## config.mk

```make
export PLATFORM = sky130hd
export DESIGN_NAME = zx81_sync_sep
export DESIGN_NICKNAME = d
export VERILOG_FILES = /design/src/rtl/zx81_sync_sep.sv
export SDC_FILE = /design/constraint.sdc
export NUM_CORES = 1
export LEC_CHECK = 0
export BUFFER_PORTS_ARGS = -buffer_cell sky130_fd_sc_hd__buf_2
export CAP_MARGIN = 15
export CORE_MARGIN = 10
export CORE_UTILIZATION = 25
export DETAILED_ROUTE_END_ITERATION = 12
export GPL_TIMING_DRIVEN = 0
export PLACE_DENSITY_LB_ADDON = 0.05
export SLEW_MARGIN = 20
export SYNTH_ARGS = -nofsm -noshare
export SYNTH_HDL_FRONTEND = slang
export SYNTH_SLANG_ARGS = --single-unit
export TNS_END_PERCENT = 5
```

## constraint.sdc

```tcl
create_clock -name clk_sys -period 6.85 [get_ports clk_sys]
set_input_delay 1.37 -clock clk_sys [delete_from_list [all_inputs] [get_ports clk_sys]]
set_output_delay 1.37 -clock clk_sys [all_outputs]
set_load 0.005 [all_outputs]
```

## src/rtl/zx81_sync_sep.sv

```systemverilog
// zx81_sync_sep
//   Composite-sync separator for the ZX81 core. Measures the width of each
//   csync pulse, classifies it as a line sync (H), a frame sync (V), a glitch
//   or an error. From those events it rebuilds clean hsync/vsync, beam
//   counters, a frame-lock flag and a data-enable window, all in clk_sys.
//
//   Optional build macro: ZX81_SYNC_SEP_FILTER_EN
//     defined   : csync goes through a 3-sample majority filter, which removes
//                 isolated 1-cycle spikes (edge-to-event latency 3 cycles).
//     undefined : a single register stage (edge-to-event latency 2 cycles).
//
// Ports
//   clk_sys   in   system clock
//   reset_n   in   asynchronous active-low reset
//   csync     in   composite sync, high = sync asserted, synchronous to clk_sys
//   hsync     out  regenerated line sync, HS_OUT_W cycles per H event
//   vsync     out  regenerated frame sync, V event until the next H event
//   vde       out  video data enable
//   xpos      out  cycles since the last sync event, saturates at 2047
//   ypos      out  lines since the last frame sync, saturates at 511
//   locked    out  frame timing stable
//   sync_err  out  one-cycle pulse on an unclassifiable pulse width
//
// Lock FSM states
//   state    | meaning
//   UNLOCKED | no usable frame reference yet
//   ARMED    | one frame sync seen, measuring the next frame length
//   LOCKED   | last frame length in range and line syncs still arriving

module zx81_sync_sep #(
  parameter int HS_MIN_W    = 16,
  parameter int HS_MAX_W    = 128,
  parameter int VS_MIN_W    = 1024,
  parameter int HS_OUT_W    = 64,
  parameter int H_DE_START  = 128,
  parameter int H_DE_LEN    = 512,
  parameter int V_DE_START  = 56,
  parameter int V_DE_LEN    = 192,
  parameter int V_MIN_LINES = 240,
  parameter int V_MAX_LINES = 330
) (
  input  logic        clk_sys,
  input  logic        reset_n,
  input  logic        csync,
  output logic        hsync,
  output logic        vsync,
  output logic        vde,
  output logic [10:0] xpos,
  output logic [8:0]  ypos,
  output logic        locked,
  output logic        sync_err
);

  typedef enum logic [1:0] {
    UNLOCKED = 2'd0,
    ARMED    = 2'd1,
    LOCKED   = 2'd2
  } lock_state_t;

  localparam logic [11:0] HS_MIN_C    = 12'(HS_MIN_W);
  localparam logic [11:0] HS_MAX_C    = 12'(HS_MAX_W);
  localparam logic [11:0] VS_MIN_C    = 12'(VS_MIN_W);
  localparam logic [11:0] HS_OUT_C    = 12'(HS_OUT_W);
  localparam logic [11:0] H_DE_LO_C   = 12'(H_DE_START);
  localparam logic [11:0] H_DE_HI_C   = 12'(H_DE_START + H_DE_LEN);
  localparam logic [11:0] V_DE_LO_C   = 12'(V_DE_START);
  localparam logic [11:0] V_DE_HI_C   = 12'(V_DE_START + V_DE_LEN);
  localparam logic [11:0] V_MIN_C     = 12'(V_MIN_LINES);
  localparam logic [11:0] V_MAX_C     = 12'(V_MAX_LINES);

  logic        cs_d, cs_q, cs_prev_q;
  logic [11:0] pw_d, pw_q;
  logic [10:0] xpos_d, xpos_q;
  logic [8:0]  ypos_d, ypos_q;
  logic [11:0] hs_cnt_d, hs_cnt_q;
  logic        vs_d, vs_q;
  logic        err_d, err_q;
  lock_state_t state_d, state_q;

  logic cs_rise, cs_fall;
  logic ev_h, ev_v, ev_err;
  logic x_sat, frame_in_range;

  // ---------------------------------------------------------------- input
`ifdef ZX81_SYNC_SEP_FILTER_EN
  logic [1:0] raw_d, raw_q;

  // Majority of the current sample and the two before it; a lone 1-cycle
  // spike never gets two votes.
  always_comb begin
    raw_d = {raw_q[0], csync};
    cs_d  = (csync & raw_q[0]) | (csync & raw_q[1]) | (raw_q[0] & raw_q[1]);
  end

  always_ff @(posedge clk_sys or negedge reset_n) begin
    if (!reset_n) raw_q <= 2'b00;
    else          raw_q <= raw_d;
  end
`else
  assign cs_d = csync;
`endif

  assign cs_rise = cs_q & ~cs_prev_q;
  assign cs_fall = ~cs_q & cs_prev_q;

  // ------------------------------------------------------- classification
  // pw holds the pulse width in cycles by the time the falling edge is seen.
  always_comb begin
    pw_d = pw_q;
    if (cs_rise)                      pw_d = 12'd1;
    else if (cs_q && pw_q != 12'hFFF) pw_d = pw_q + 12'd1;
  end

  assign ev_h   = cs_fall && (pw_q >= HS_MIN_C) && (pw_q <= HS_MAX_C);
  assign ev_v   = cs_fall && (pw_q >= VS_MIN_C);
  assign ev_err = cs_fall && (pw_q >  HS_MAX_C) && (pw_q <  VS_MIN_C);

  // -------------------------------------------------------- beam counters
  assign x_sat          = (xpos_q == 11'h7FF);
  assign frame_in_range = ({3'b000, ypos_q} >= V_MIN_C) &&
                          ({3'b000, ypos_q} <= V_MAX_C);

  always_comb begin
    xpos_d = x_sat ? xpos_q : xpos_q + 11'd1;
    if (ev_h || ev_v) xpos_d = 11'd0;

    ypos_d = ypos_q;
    if (ev_h && ypos_q != 9'h1FF) ypos_d = ypos_q + 9'd1;
    if (ev_v)                     ypos_d = 9'd0;

    // hsync is high while the down-counter is non-zero.
    hs_cnt_d = hs_cnt_q;
    if (hs_cnt_q != 12'd0) hs_cnt_d = hs_cnt_q - 12'd1;
    if (ev_h)              hs_cnt_d = HS_OUT_C;
    if (ev_v)              hs_cnt_d = 12'd0;

    vs_d = vs_q;
    if (ev_v) vs_d = 1'b1;
    if (ev_h) vs_d = 1'b0;

    err_d = ev_err;
  end

  // ------------------------------------------------------------- lock FSM
  // The frame length is ypos_q as it stands when the V event is seen.
  always_comb begin
    state_d = state_q;
    case (state_q)
      UNLOCKED: if (ev_v) state_d = ARMED;
      ARMED:    if (ev_v) state_d = frame_in_range ? LOCKED : UNLOCKED;
      LOCKED:   if (x_sat || (ev_v && !frame_in_range)) state_d = UNLOCKED;
      default:  state_d = UNLOCKED;
    endcase
  end

  always_ff @(posedge clk_sys or negedge reset_n) begin
    if (!reset_n) begin
      cs_q      <= 1'b0;
      cs_prev_q <= 1'b0;
      pw_q      <= 12'd0;
      xpos_q    <= 11'd0;
      ypos_q    <= 9'd0;
      hs_cnt_q  <= 12'd0;
      vs_q      <= 1'b0;
      err_q     <= 1'b0;
      state_q   <= UNLOCKED;
    end else begin
      cs_q      <= cs_d;
      cs_prev_q <= cs_q;
      pw_q      <= pw_d;
      xpos_q    <= xpos_d;
      ypos_q    <= ypos_d;
      hs_cnt_q  <= hs_cnt_d;
      vs_q      <= vs_d;
      err_q     <= err_d;
      state_q   <= state_d;
    end
  end

  // -------------------------------------------------------------- outputs
  assign hsync    = (hs_cnt_q != 12'd0);
  assign vsync    = vs_q;
  assign xpos     = xpos_q;
  assign ypos     = ypos_q;
  assign locked   = (state_q == LOCKED);
  assign sync_err = err_q;

  assign vde = locked && !vs_q &&
               ({1'b0, xpos_q}   >= H_DE_LO_C) && ({1'b0, xpos_q}   < H_DE_HI_C) &&
               ({3'b000, ypos_q} >= V_DE_LO_C) && ({3'b000, ypos_q} < V_DE_HI_C);

endmodule

```

==> results of run 1 <==
[sequential cells by signal (all words and copies together) (netlist names)]
name and count:
state_q 2, vsync 1, xpos 11, cs_prev_q 1, pw_q 12, cs_q 1
ypos 9, hs_cnt_q 12, sync_err 1
[cells in the mapped netlist (4+ instances only)]
cell type | count | area, um^2
or4_1 | 8 | 60.1
nand3_1 | 14 | 70.1
nand2_1 | 19 | 71.3
inv_1 | 11 | 41.3
mux2i_1 | 5 | 50.1
xor2_1 | 4 | 35.0
and4_1 | 4 | 35.0
clkbuf_1 | 4 | 15.0
a21oi_1 | 22 | 110
o31ai_1 | 8 | 60.1
a211oi_1 | 5 | 37.5
a31oi_1 | 6 | 37.5
xnor2_1 | 7 | 61.3
or3_1 | 4 | 25.0
o21ai_0 | 11 | 55.1
dfrtp_1 | 50 | 1250
nor4_1 | 4 | 25.0
buf_6 | 4 | 45.0
nor2_1 | 31 | 116
nand4_1 | 8 | 50.1
ha_1 | 9 | 113
nor2b_1 | 5 | 31.3
nor3_1 | 11 | 55.1
and3_1 | 6 | 37.5
[layer usage]
metal | vias to the layer above | share of wire [%] | GRT usage [%]
met1 | 1119 | 49 | 11.6
met4 | 0 | 1.3 | 3.22
met5 | - | 0 | 0
met3 | 8 | 3.8 | 2.52
met2 | 34 | 46 | 14.3
li1 | 1179 | - | -
[report_power, final]
part / internal, mW / switching [mW] / total (mW)
clock: 0.145 / 0.115 / 0.260
combinational: 0.0886 / 0.0969 / 0.186
sequential: 0.353 / 0.0745 / 0.428
[cell families (layout without fill, tap and decap cells)]
logic type | after synthesis | in the layout
simple gates | 132 | 132
compound gates | 69 | 69
flops | 50 | 50
buf+inv | 23 | 58
xor+xnor | 11 | 11
fa+ha+maj | 9 | 9
mux | 6 | 6
[final cells by class]
type                            count  area (um^2)
Buffer                             12         85.1
Clock buffer                        7          143
Tap cell                          140          175
Inverter                           11         41.3
Sequential cell                    50         1250
Fill cell                        1179         7660
Timing Repair Buffer               27          138
Clock inverter                      1         5.00
Multi-Input combinational cell    227         1440
[metrics by stage]
stage	utilization [%]	setup WS (ns)	area, um^2
global placement	28.6	3.33	3130
detailed placement	28.6	3.35	3130
floorplan	-	3.98	2820
global route	30.0	2.75	3280
finish	30.0	3.03	3280
CTS	30.0	3.03	3280
[cells in the final DEF, fill, tap and decap left out, types with 9 or more instances in the layout]
master,synthesis,layout
nand3_1,14,14
ha_1,9,9
nand2_1,19,19
nor2_1,31,31
a21oi_1,22,22
o21ai_0,11,11
nor3_1,11,11
dfrtp_1,50,50
buf_2,2,28
inv_1,11,11
[worst max-delay path, cell delays in order (launching register included)]
cell and delay (ns):
dfrtp_1 0.43, inv_1 0.10, ha_1 0.14, nor4b_1 0.68
nand3_1 0.52, buf_2 0.29
[final timing paths]
| kind | depth (start not counted) | endpoint | start | slack, ns |
|---|---|---|---|---|
| worst min register to register | 1 | state_q[0] | state_q[1] | 0.43 |
| min in group asynchronous | 1 | hs_cnt_q[8] | reset_n | 1.12 |
| worst min-delay path | 1 | state_q[0] | state_q[1] | 0.43 |
| worst max-delay path | 5 | hsync | hs_cnt_q[0] | 3.03 |
| max in group asynchronous | 1 | ypos[2] | reset_n | 5.27 |
| worst max register to register | 8 | ypos[5] | ypos[6] | 4.26 |
==> flow_metrics.tcl, run 1 <==
set metrics [dict create \
    ys_types 49 \
    synth_xor_xnor_area_share_pct 3.42 \
    die_h_um 126 \
    synth_fp_nets 312 \
    grtUsageTotal_pct 9.05 \
    finalHoldWorstSlack_ns 0.435 \
    leakage_nw 1.39 \
    tightestPinTransition_ns 0.835 \
    cp-end-kind "output port" \
    min_period_ns 3.82 \
    wire_per_inst_um 15.1 \
    tns_ns 0 \
    syn_area_per_cell_um2 9.39 \
    synth_simple_gate_area_share_pct 25.9 \
    rows 38 \
    cts_buffers 5 \
    hold_viol 0 \
    syn_area_um2 2820 \
    rsz0062_at_grt "no" \
    place_congestion 0.759 \
    overflow 0 \
    synth_compound_area_share_pct 15.6 \
    num_vias 2340 \
    fp.dieW_um 126 \
    cts_max_path_buffers 2 \
    finalCritPeriodShare_pct 55.7 \
    ys_warn_count 0 \
    h-tree-depth 2 \
    die_area_um2 15900 \
    seq_area_frac_synth_pct 44.4 \
    drt-vias-per-instance 4.93 \
    cts_setup_buffers 0 \
    cts_hold_buf 0 \
    peakVddDrop_mv 0.111 \
    outcome "complete, no violations" \
    synth_flop_cell "dfrtp_1" \
    cts_root_buf "clkbuf_16" \
    syn2layout_area_growth_pct 16.3 \
    diodes 0 \
    cts_tree "yes" \
    setup_violations 0 \
    crit_path_max_fanout 8 \
    clock.fmax_mhz 262 \
    maxSlewHeadroom_pct 43.5 \
    critPathKind "reg -> out" \
    drv_cap 0 \
    nets 346 \
    hold_class "reg -> reg" \
    portBuffers 27 \
    start_kind "register" \
    synth-seq-cells 50 \
    grt_max_degree 51 \
    netlist_instances 300 \
    worstPathArrival_ns 2.45 \
    worst_ep_required_time_ns 5.48 \
    antenna_found_initial 0 \
    synth_edf_count 0 \
    drive_gt1_share_pct 14.9 \
    placed_cells_incl_taps 467 \
    synthAdderAreaFrac_pct 4.00 \
    final_cells 475 \
    slew_violations 0 \
    grt_pass1_vias 2302 \
    first_pass_iters 4 \
    ios 28 \
    wl_mm 7.17 \
    async_flop_share_pct 100 \
    fin_skew_ns 0.00532 \
    cts_resized 0 \
    dp_hpwl_mm 5.00 \
    grt_pass1_wl_mm 12.0 \
    power_mw 0.873 \
    worst_skew_pair.late_latency_ns 0.29 \
    clk_pin_slew_ns 0.07 \
    drt_iter0_markers 220 \
    numClockSinks 50 \
    synth.mux.area_fraction_pct 2.18 \
    power_density_nw_per_um2 266 \
    drc 0 \
    initial_core_util_pct 25.8 \
    ant_nets 0 \
    synth_top_family_by_area "simple AND/OR/NAND/NOR gates" \
    core_um2 10900 \
]
No activity file was read; power rests on OpenSTA's default activity.
==> run 2, diff against run 1 <==
==> constraint.sdc (replaced) <==
create_clock -name clk_sys -period 3.2 [get_ports clk_sys]
set_input_delay 0.64 -clock clk_sys [delete_from_list [all_inputs] [get_ports clk_sys]]
set_output_delay 0.64 -clock clk_sys [all_outputs]
set_load 0.005 [all_outputs]
==> flow_metrics.tcl, run 2 (synthesis results as in run 1) <==
set metrics [dict create \
    grt_pass1_vias 2302 \
    syn2layout_area_growth_pct 16.6 \
    final_util_pct 30.0 \
    place_congestion 0.759 \
    hold_viol 0 \
    start_kind "register" \
    cp.depth 5 \
    fin_skew_ns 0.00529 \
    worst_skew_pair.late_latency_ns 0.29 \
    drt-vias-per-instance 4.95 \
    grt_pass1_wl_mm 12.0 \
    mostFrequentLayoutCell "dfrtp_1" \
    drv_cap 0 \
    rows 38 \
    rr_worst_depth 8 \
    worst_ep_required_time_ns 2.56 \
    placed_cells_incl_taps 467 \
    final_cell_mix "dfrtp_1, nor2_1, buf_2, a21oi_1, nand2_1" \
    leakage_nw 1.39 \
    finalHoldWorstSlack_ns 0.384 \
    slowest_stage "dfrtp_1" \
    hold_class "in -> async" \
    cts_root_buf "clkbuf_16" \
    core_um2 10900 \
    placed_area_um2 3130 \
    ant_nets 0 \
    initial_core_util_pct 25.8 \
    power_density_nw_per_um2 570 \
    cts_setup_buffers 0 \
    cts_tree "yes" \
    r2r_end "ypos[5]" \
    critPathKind "reg -> out" \
    cts_max_path_buffers 2 \
    diodes 0 \
    die_h_um 126 \
    critical_path.startpoint "hs_cnt_q[0]" \
    rsz0062_at_grt "no" \
    num_vias 2350 \
    min_period_ns 2.73 \
    crit_family "simple AND/OR/NAND/NOR gates" \
    cp-end-kind "output port" \
    setup_violations 0 \
    cts_buffers 5 \
    first_pass_iters 4 \
    crit_chain "inv_1 -> ha_1 -> nor4b_2 -> nand3_1 -> buf_2" \
    dp_hpwl_mm 5.00 \
    die_area_um2 15900 \
    r2r_slack_ns 0.61 \
    tns_ns 0 \
    maxSlewHeadroom_pct 48.5 \
    crit_path_max_fanout 8 \
    crit_end "hsync" \
    numClockSinks 50 \
    nets 346 \
    tightestPinTransition_ns 0.765 \
    slew_violations 0 \
    peakVddDrop_mv 0.238 \
    clock.fmax_mhz 367 \
    h-tree-depth 2 \
    drive_gt1_share_pct 15.2 \
    max_stage_delay_ns 0.43 \
    wire_per_inst_um 15.1 \
    drc 0 \
    worstPathArrival_ns 2.09 \
    finalCritPeriodShare_pct 85.2 \
    cp_num_buf_inv 2 \
    clk_pin_slew_ns 0.07 \
    fin_area_um2 3280 \
    outcome "complete, no violations" \
    grtUsageTotal_pct 9.05 \
    fp.dieW_um 126 \
    overflow 0 \
    grt_max_degree 51 \
    ios 28 \
    antenna_found_initial 0 \
    rr_startpoint "ypos[6]" \
    drt_iter0_markers 205 \
    portBuffers 27 \
    wl_mm 7.16 \
    final_cells 475 \
]
[run 2: metrics by stage]
| stage | setup WS, ns | total power [mW] |
|---|---|---|
| after floorplan | 0.790 | 1.18 |
| after global placement | 0.410 | 1.33 |
| after detailed placement | 0.429 | 1.33 |
| after CTS | 0.111 | 1.91 |
| after global routing | 0.275 | 2.00 |
| final | 0.474 | 1.87 |
[run 2: power by group]
group          leakage [nW]  internal [mW]  switching [mW]
clock network        0.0739          0.311           0.247
logic                 0.661          0.191           0.206
registers             0.652          0.756           0.161
total                  1.39           1.26           0.615
[run 2: what timing repair did]
action / CTS / global route
setup endpoints to repair: 0 / 1
gates resized for setup: 0 / 1
hold buffers: 0 / 0
[run 2: layer usage]
layer	wire, um	part of all wire [%]	global-route usage, %
met1	3480	49	11.6
met2	3330	47	14.3
met3	261	3.6	2.52
met4	92	1.3	3.22
met5	0	0	0
[run 2: worst min path at each step]
stage	slack (ns)	endpoint	cells past startpoint
6_report	0.38	hs_cnt_q[8]	1
5_1_grt	0.44	cs_q	1
4_1_cts	0.42	hs_cnt_q[2]	1
3_5_place_dp	0.43	state_q[0]	1
3_3_place_gp	0.44	state_q[0]	1
2_1_floorplan	0.34	cs_prev_q	0
[run 2: area by class of cell]
type,count,area (um^2)
tap,140,175
sequential,50,1250
multi-input combinational,227,1450
buffer,12,85.1
clock inverter,1,5.00
inverter,11,41.3
timing repair buffer,27,138
clock buffer,7,143
fill,1176,7650
